**src/rtl/gpio_bus_pkg.sv**
```systemverilog
// Shared types and constants for the GPIO bus arbiter: FSM states, master IDs,
// DATA segment and GPIO register offsets.
package gpio_bus_pkg;

    typedef enum logic [1:0] {
        S_IDLE   = 2'd0,
        S_ACCESS = 2'd1,
        S_RESP   = 2'd2
    } state_t;

    typedef enum logic {
        M0 = 1'b0,
        M1 = 1'b1
    } master_t;

    localparam logic [15:0] DATA_SEG      = 16'h1001;
    localparam logic [15:0] GPIO_LEDS_OFS = 16'h0024;
    localparam logic [15:0] GPIO_SW_OFS   = 16'h0028;

endpackage

```
**src/rtl/rr_arbiter2.sv**
```systemverilog
// Two-way round-robin winner select: a tie goes to the master that did not
// own the previous transaction.
module rr_arbiter2
    import gpio_bus_pkg::*;
(
    input  logic    m0_req,
    input  logic    m1_req,
    input  master_t last_owner,
    output logic    valid,
    output master_t winner
);

    always_comb begin
        valid  = m0_req | m1_req;
        winner = M0;
        if (m0_req && m1_req) begin
            if (last_owner == M0) begin
                winner = M1;
            end
        end else if (m1_req) begin
            winner = M1;
        end
    end

endmodule

```
**src/rtl/gpio_bus_arbiter.sv**
```systemverilog
// Shares the GPIO peripheral port between M0 (core) and M1 (debug/loader) with
// an IDLE -> ACCESS -> RESP cycle. Define ARB_ERR_EN to reject off-segment addresses.
module gpio_bus_arbiter
    import gpio_bus_pkg::*;
#(
    parameter int          ADDR_W      = 32,
    parameter int          DATA_W      = 32,
    parameter logic [15:0] PERIPH_BASE = DATA_SEG
) (
    input  logic              clk,
    input  logic              rst,
    input  logic              m0_req,
    input  logic              m0_we,
    input  logic [ADDR_W-1:0] m0_addr,
    input  logic [DATA_W-1:0] m0_wdata,
    output logic              m0_gnt,
    output logic              m0_rvalid,
    output logic [DATA_W-1:0] m0_rdata,
    output logic              m0_err,
    input  logic              m1_req,
    input  logic              m1_we,
    input  logic [ADDR_W-1:0] m1_addr,
    input  logic [DATA_W-1:0] m1_wdata,
    output logic              m1_gnt,
    output logic              m1_rvalid,
    output logic [DATA_W-1:0] m1_rdata,
    output logic              m1_err,
    output logic              periph_sel,
    output logic              periph_we,
    output logic [ADDR_W-1:0] periph_adr,
    output logic [DATA_W-1:0] periph_wdata,
    input  logic [DATA_W-1:0] periph_rdata,
    output logic              busy
);

    state_t            state, state_nxt;
    master_t           owner, last_owner;
    logic              arb_valid;
    master_t           arb_winner;
    logic              lat_we, lat_err;
    logic [ADDR_W-1:0] lat_addr;
    logic [DATA_W-1:0] lat_wdata;
    logic [ADDR_W-1:0] sel_addr;
    logic              sel_we;
    logic [DATA_W-1:0] sel_wdata;
    logic              sel_err;
    logic [DATA_W-1:0] resp_data;

    rr_arbiter2 u_arb (
        .m0_req     (m0_req),
        .m1_req     (m1_req),
        .last_owner (last_owner),
        .valid      (arb_valid),
        .winner     (arb_winner)
    );

    assign sel_addr  = (arb_winner == M1) ? m1_addr  : m0_addr;
    assign sel_we    = (arb_winner == M1) ? m1_we    : m0_we;
    assign sel_wdata = (arb_winner == M1) ? m1_wdata : m0_wdata;

`ifdef ARB_ERR_EN
    assign sel_err = (sel_addr[ADDR_W-1 -: 16] != PERIPH_BASE);
`else
    logic unused_base;
    assign unused_base = ^PERIPH_BASE;
    assign sel_err     = 1'b0;
`endif

    // Writes and rejected accesses return zero, so the read mux stays out of RESP.
    assign resp_data = (lat_we || lat_err) ? '0 : periph_rdata;

    always_ff @(posedge clk or posedge rst) begin
        if (rst) begin
            state <= S_IDLE;
        end else begin
            state <= state_nxt;
        end
    end

    always_comb begin
        state_nxt    = state;
        m0_gnt       = 1'b0;
        m1_gnt       = 1'b0;
        m0_rvalid    = 1'b0;
        m1_rvalid    = 1'b0;
        m0_err       = 1'b0;
        m1_err       = 1'b0;
        periph_sel   = 1'b0;
        periph_we    = 1'b0;
        periph_adr   = '0;
        periph_wdata = '0;
        busy         = 1'b1;
        case (state)
            S_IDLE: begin
                busy = 1'b0;
                if (arb_valid) begin
                    state_nxt = S_ACCESS;
                end
            end
            S_ACCESS: begin
                state_nxt    = S_RESP;
                m0_gnt       = (owner == M0);
                m1_gnt       = (owner == M1);
                periph_sel   = !lat_err;
                periph_we    = lat_we && !lat_err;
                periph_adr   = lat_addr;
                periph_wdata = lat_wdata;
            end
            S_RESP: begin
                state_nxt = S_IDLE;
                m0_rvalid = (owner == M0);
                m1_rvalid = (owner == M1);
                m0_err    = (owner == M0) && lat_err;
                m1_err    = (owner == M1) && lat_err;
            end
            default: begin
                state_nxt = S_IDLE;
                busy      = 1'b0;
            end
        endcase
    end

    always_ff @(posedge clk or posedge rst) begin
        if (rst) begin
            owner      <= M0;
            last_owner <= M1;
            lat_we     <= 1'b0;
            lat_err    <= 1'b0;
            lat_addr   <= '0;
            lat_wdata  <= '0;
            m0_rdata   <= '0;
            m1_rdata   <= '0;
        end else begin
            if (state == S_IDLE && arb_valid) begin
                owner     <= arb_winner;
                lat_we    <= sel_we;
                lat_err   <= sel_err;
                lat_addr  <= sel_addr;
                lat_wdata <= sel_wdata;
            end
            if (state == S_ACCESS) begin
                last_owner <= owner;
                if (owner == M0) begin
                    m0_rdata <= resp_data;
                end else begin
                    m1_rdata <= resp_data;
                end
            end
        end
    end

endmodule

```
**config.mk**
```make
export PLATFORM = sky130hd
export DESIGN_NAME = gpio_bus_arbiter
export DESIGN_NICKNAME = d
export VERILOG_FILES = /design/src/rtl/gpio_bus_pkg.sv /design/src/rtl/rr_arbiter2.sv /design/src/rtl/gpio_bus_arbiter.sv
export SDC_FILE = /design/constraint.sdc
export NUM_CORES = 1
export LEC_CHECK = 0
export CAP_MARGIN = 20
export CORE_MARGIN = 2
export CORE_UTILIZATION = 35
export CTS_BUF_LIST = sky130_fd_sc_hd__clkbuf_8
export DETAILED_ROUTE_END_ITERATION = 6
export PLACE_DENSITY_LB_ADDON = 0.15
export SLEW_MARGIN = 20
export SYNTH_ARGS = -nofsm -noshare
export SYNTH_HDL_FRONTEND = slang
export SYNTH_SLANG_ARGS = --single-unit
```
**constraint.sdc**
```tcl
create_clock -name clk -period 6.89 [get_ports clk]
set_input_delay 1.0335 -clock clk [delete_from_list [all_inputs] [get_ports clk]]
set_output_delay 1.0335 -clock clk [all_outputs]
set_load 0.05 [all_outputs]
```
==> results.md <==
Pwr:
- In this run the static leakage power is 4.050 nW.
- The power consumption is 5.055 mW.
- The share of total power dissipated in the clock network is 13.5%.
- The peak supply drop is 0.2777 mV.
- Net switching is approximately 50% of the power.
- Of the total power, combinational logic draws between 50% and 60%.
- The power spent charging and discharging nets is 2.537 mW.
- The total power density per cell area is 510.4 mW/mm².
- Cell internal power was estimated by the tool at 2.518 mW.
- The share of total power in sequential cells is 26.6%.

Route:
- The routed layout has ~5.7k vias.
- The routed wire length on met2 is 9.089 mm.
- The met1 layer wirelength in the final routing is 8.593 mm.
- Signal routing reaches up to met4.
- The total routed wirelength is slightly below 20 mm.
- The detailed router finished its first iteration with 172 violations.
- The number of vias per cell is 4.669.
- The count of nets left with antenna violations after detail routing is 0.
- For this run, the detailed router's first-pass iteration total came to 4.
- After detailed routing, the met3 layer carries 1.585 mm of wire.
- Dividing the detail-routed wire length by the instance count gives about 16 µm.
- The final routed DRC violation total is 0.

Logic synthesis:
- Sequential elements use between 50% and 60% of the synthesized area.
- The share of flip-flops with an asynchronous set or reset after synthesis is 100.0%.
- The synthesized instance count is about 700.
- Yosys attributes the largest share of cell area to sky130_fd_sc_hd__dfrtp_1 (52%), sky130_fd_sc_hd__a21oi_2 (11%), sky130_fd_sc_hd__nand2_1 (7.7%).
- In this run, distinct cell masters in the synthesized netlist total 26.
- sky130_fd_sc_hd__dfrtp_1 is the most common cell in the netlist.
- A synthesized cell averages 9.187 µm².
- The synthesized design devotes to its leading area cell type 51.58% of total area.
- The cell area that synthesis handed to floorplanning was 0.006404 mm².
- Summed over all instances, the cell type with the most area after synthesis is sky130_fd_sc_hd__dfrtp_1.
- The number of enable-type register cells in the synthesized netlist is 0.
- The number of flip-flops and latches in the synthesized netlist is 133.
- The Yosys step of the flow raised 0 warnings.
- The flip-flop cell with the highest count after synthesis is sky130_fd_sc_hd__dfrtp_1.
- Counting instances in the post-synthesis netlist gives the leading cell types as sky130_fd_sc_hd__dfrtp_1 (132), sky130_fd_sc_hd__nand2_1 (131), sky130_fd_sc_hd__a21oi_2 (80).

Final layout:
- The area of combinational cells with multiple inputs is 0.002788 mm².
- The count of nets after finishing is 1,141.
- 0 antenna diodes ended up in the layout.
- In the final layout, the share of cells above drive strength 1 is 13.12%.
- Fill cells in the final layout number 1,716.
- At the end of the flow the core is filled with cells to 55.13%.
- The relative area change from synthesis to final layout is 54.65%.
- The storage element area is 0.003329 mm².

Placement:
- At the end of routability-driven placement, the weighted congestion stood at approximately 0.8.
- The count of input and output buffers is 300.
- The post-detailed-placement half-perimeter wirelength is 13.59 mm.

GRT:
- Entering global routing, the biggest net connects 71 pins.
- The total global routing track utilization is 20.27%.
- For this run the aggregate overflow at the end of global routing stands at 0.
- The via count of the first global-routing pass came to roughly 5.7k.
- The number of antenna violations at the first check in global routing came to 0.
- The first global-routing pass estimated 31.24 mm of wire.

CTS:
- The number of gates resized after CTS was 0.
- The H-tree was split into 4 levels.
- TritonCTS built the clock tree.
- After clock tree synthesis, the clock-pin slew on the worst setup and hold paths is 0.08 ns.
- The number of post-CTS setup repair buffers is 0.
- The clock drives 133 sinks.
- The latest clock arrival within the worst-skew pair is 0.44 ns.
- The tree is rooted in a sky130_fd_sc_hd__clkbuf_8.
- TritonCTS created 17 clock buffers.
- No sink is reached through more buffers than the 2 on the longest clock path.
- The total of hold buffers inserted after clock tree synthesis is 0.

Critical path:
- Data on the critical path arrives at its endpoint at about 2.9 ns.
- STA classifies the critical path startpoint as a flip-flop.
- STA puts the critical path data required time at 5.86 ns.
- The nature of the critical path endpoint is an output port.
- The worst-path maximum fanout is ~50.
- The type of the setup path with the least slack is reg -> out.

Floorplan:
- From left edge to right edge, the die measures 139.3 µm.
- Row generation in the floorplan step produced slightly below 50 rows.
- The number of primary I/O pins is slightly above 300.
- The die covers 0.01939 mm².
- The core region is 0.01796 mm².
- In this run the vertical extent of the chip is 139.3 µm.
- Once the floorplan was initialized, standard cells occupied between 30% and 40% of the core.

Worst hold path:
- The worst hold path belongs to the class reg -> reg.

STA:
- The number of slew-limit violations in the final report is 0.
- Of the available clock period, the critical path in the final layout requires 56.46%.
- The final hold violation count is 0.
- In the final timing run, aggregate negative setup slack is 0 ns.
- Timing would allow up to 257.1 MHz.
- The measured slew at the worst slew-check pin is 0.9760 ns.
- Setup violations remaining at the end of the flow were counted as 0.
- Setup repair after global routing left no endpoint under its margin.
- For the finished layout, the period the worst path requires is about 4 ns.
- The post-route clock skew is 0.01621 ns.
- Measured against its own limit, the worst slew margin works out to between 30% and 40%.

Status:
- The flow ran to the end, and the final reports show no timing, DRC or antenna violations.

Run:
- The max-capacitance violation count is 0.
==> placed cells by master (no fill, tap or decap), drive strengths merged, types with 2 or more instances in the layout <==
cell type and count:
clkinv 8, a21oi 130, conb 2, ha 4, inv 9, clkdlybuf4s50 300
nand2b 33, dfrtp 132, nand2 131, bufinv 3, and2 66, clkbuf 17
buf 8, nor2 66, o21ai 66, a21boi 2
==> flip-flops by register name (all words and copies together) (netlist names) <==
register / cells
owner: 1
m1_rdata: 32
last_owner: 1
m0_rdata: 32
lat_addr: 32
lat_we: 1
state: 2
lat_wdata: 32
==> through the flow <==
step / cells / instance area [µm²] / hold slack [ns] / worst slack [ns]
2_1_floorplan: 698 / 6407 / 0.4629 / 2.304
3_3_place_gp: 1181 / 9494 / 0.4618 / 3.473
3_5_place_dp: 1181 / 9494 / 0.4703 / 3.410
4_1_cts: 1212 / 9903 / 0.4877 / 2.907
5_1_grt: 1212 / 9903 / 0.5116 / 2.789
6_report: 1212 / 9903 / 0.4800 / 3.000
==> area by class of cell <==
| cell class | count | share of cell area [%] |
|---|---|---|
| multi-input cells | 505 | 28.15 |
| repair buffers | 308 | 30.93 |
| clock buffers | 17 | 2.363 |
| clock inverters | 14 | 1.769 |
| well taps | 229 | 2.893 |
| inverters | 6 | 0.2780 |
| flip-flops and latches | 133 | 33.62 |
==> cells by family (layout without fill, tap and decap cells) <==
family          Yosys count  after routing  share of synthesized area [%]
flops                   133            133                          51.99
other cells               1              2                        0.05856
compound gates          201            201                          20.71
buf+inv                  60            345                          4.963
fa+ha+maj                 4              4                         0.7816
simple gates            297            297                          21.32
mux                       1              1                         0.1758
==> final timing paths <==
kind | startpoint | cells after the start | end | slack (ns)
max in group asynchronous | rst | 3 | m0_rdata[30] | 4.49
max | state[1] | 5 | periph_wdata[17] | 3.00
min in group asynchronous | rst | 2 | m0_rdata[12] | 1.03
max reg2reg | last_owner | 4 | lat_wdata[19] | 4.74
min reg2reg | m1_rdata[27] | 2 | m1_rdata[27] | 0.48
min | m1_rdata[27] | 2 | m1_rdata[27] | 0.48
==> critical path, stage by stage (launching register included) <==
cell	delay (ns)
sky130_fd_sc_hd__dfrtp_1	0.40
sky130_fd_sc_hd__inv_1	0.11
sky130_fd_sc_hd__ha_2	0.43
sky130_fd_sc_hd__buf_4	0.43
sky130_fd_sc_hd__and2_1	0.21
sky130_fd_sc_hd__clkdlybuf4s50_1	0.81
==> power by group through the flow <==
stage	Clock, mW	Combinational (mW)	Sequential (mW)
after floorplan	0	1.68	1.74
after global placement	0	3.02	1.37
after detailed placement	0	3.05	1.36
after CTS	0.711	3.06	1.35
after global routing	0.734	3.23	1.40
final	0.683	3.03	1.35
==> per-layer routing <==
layer,track usage (%),vias up
li1,-,2813
met1,26.28,2600
met2,32.09,220
met3,6.435,26
met4,7.124,0
met5,0,-
Note: power is estimated with default switching activity, not from simulation.
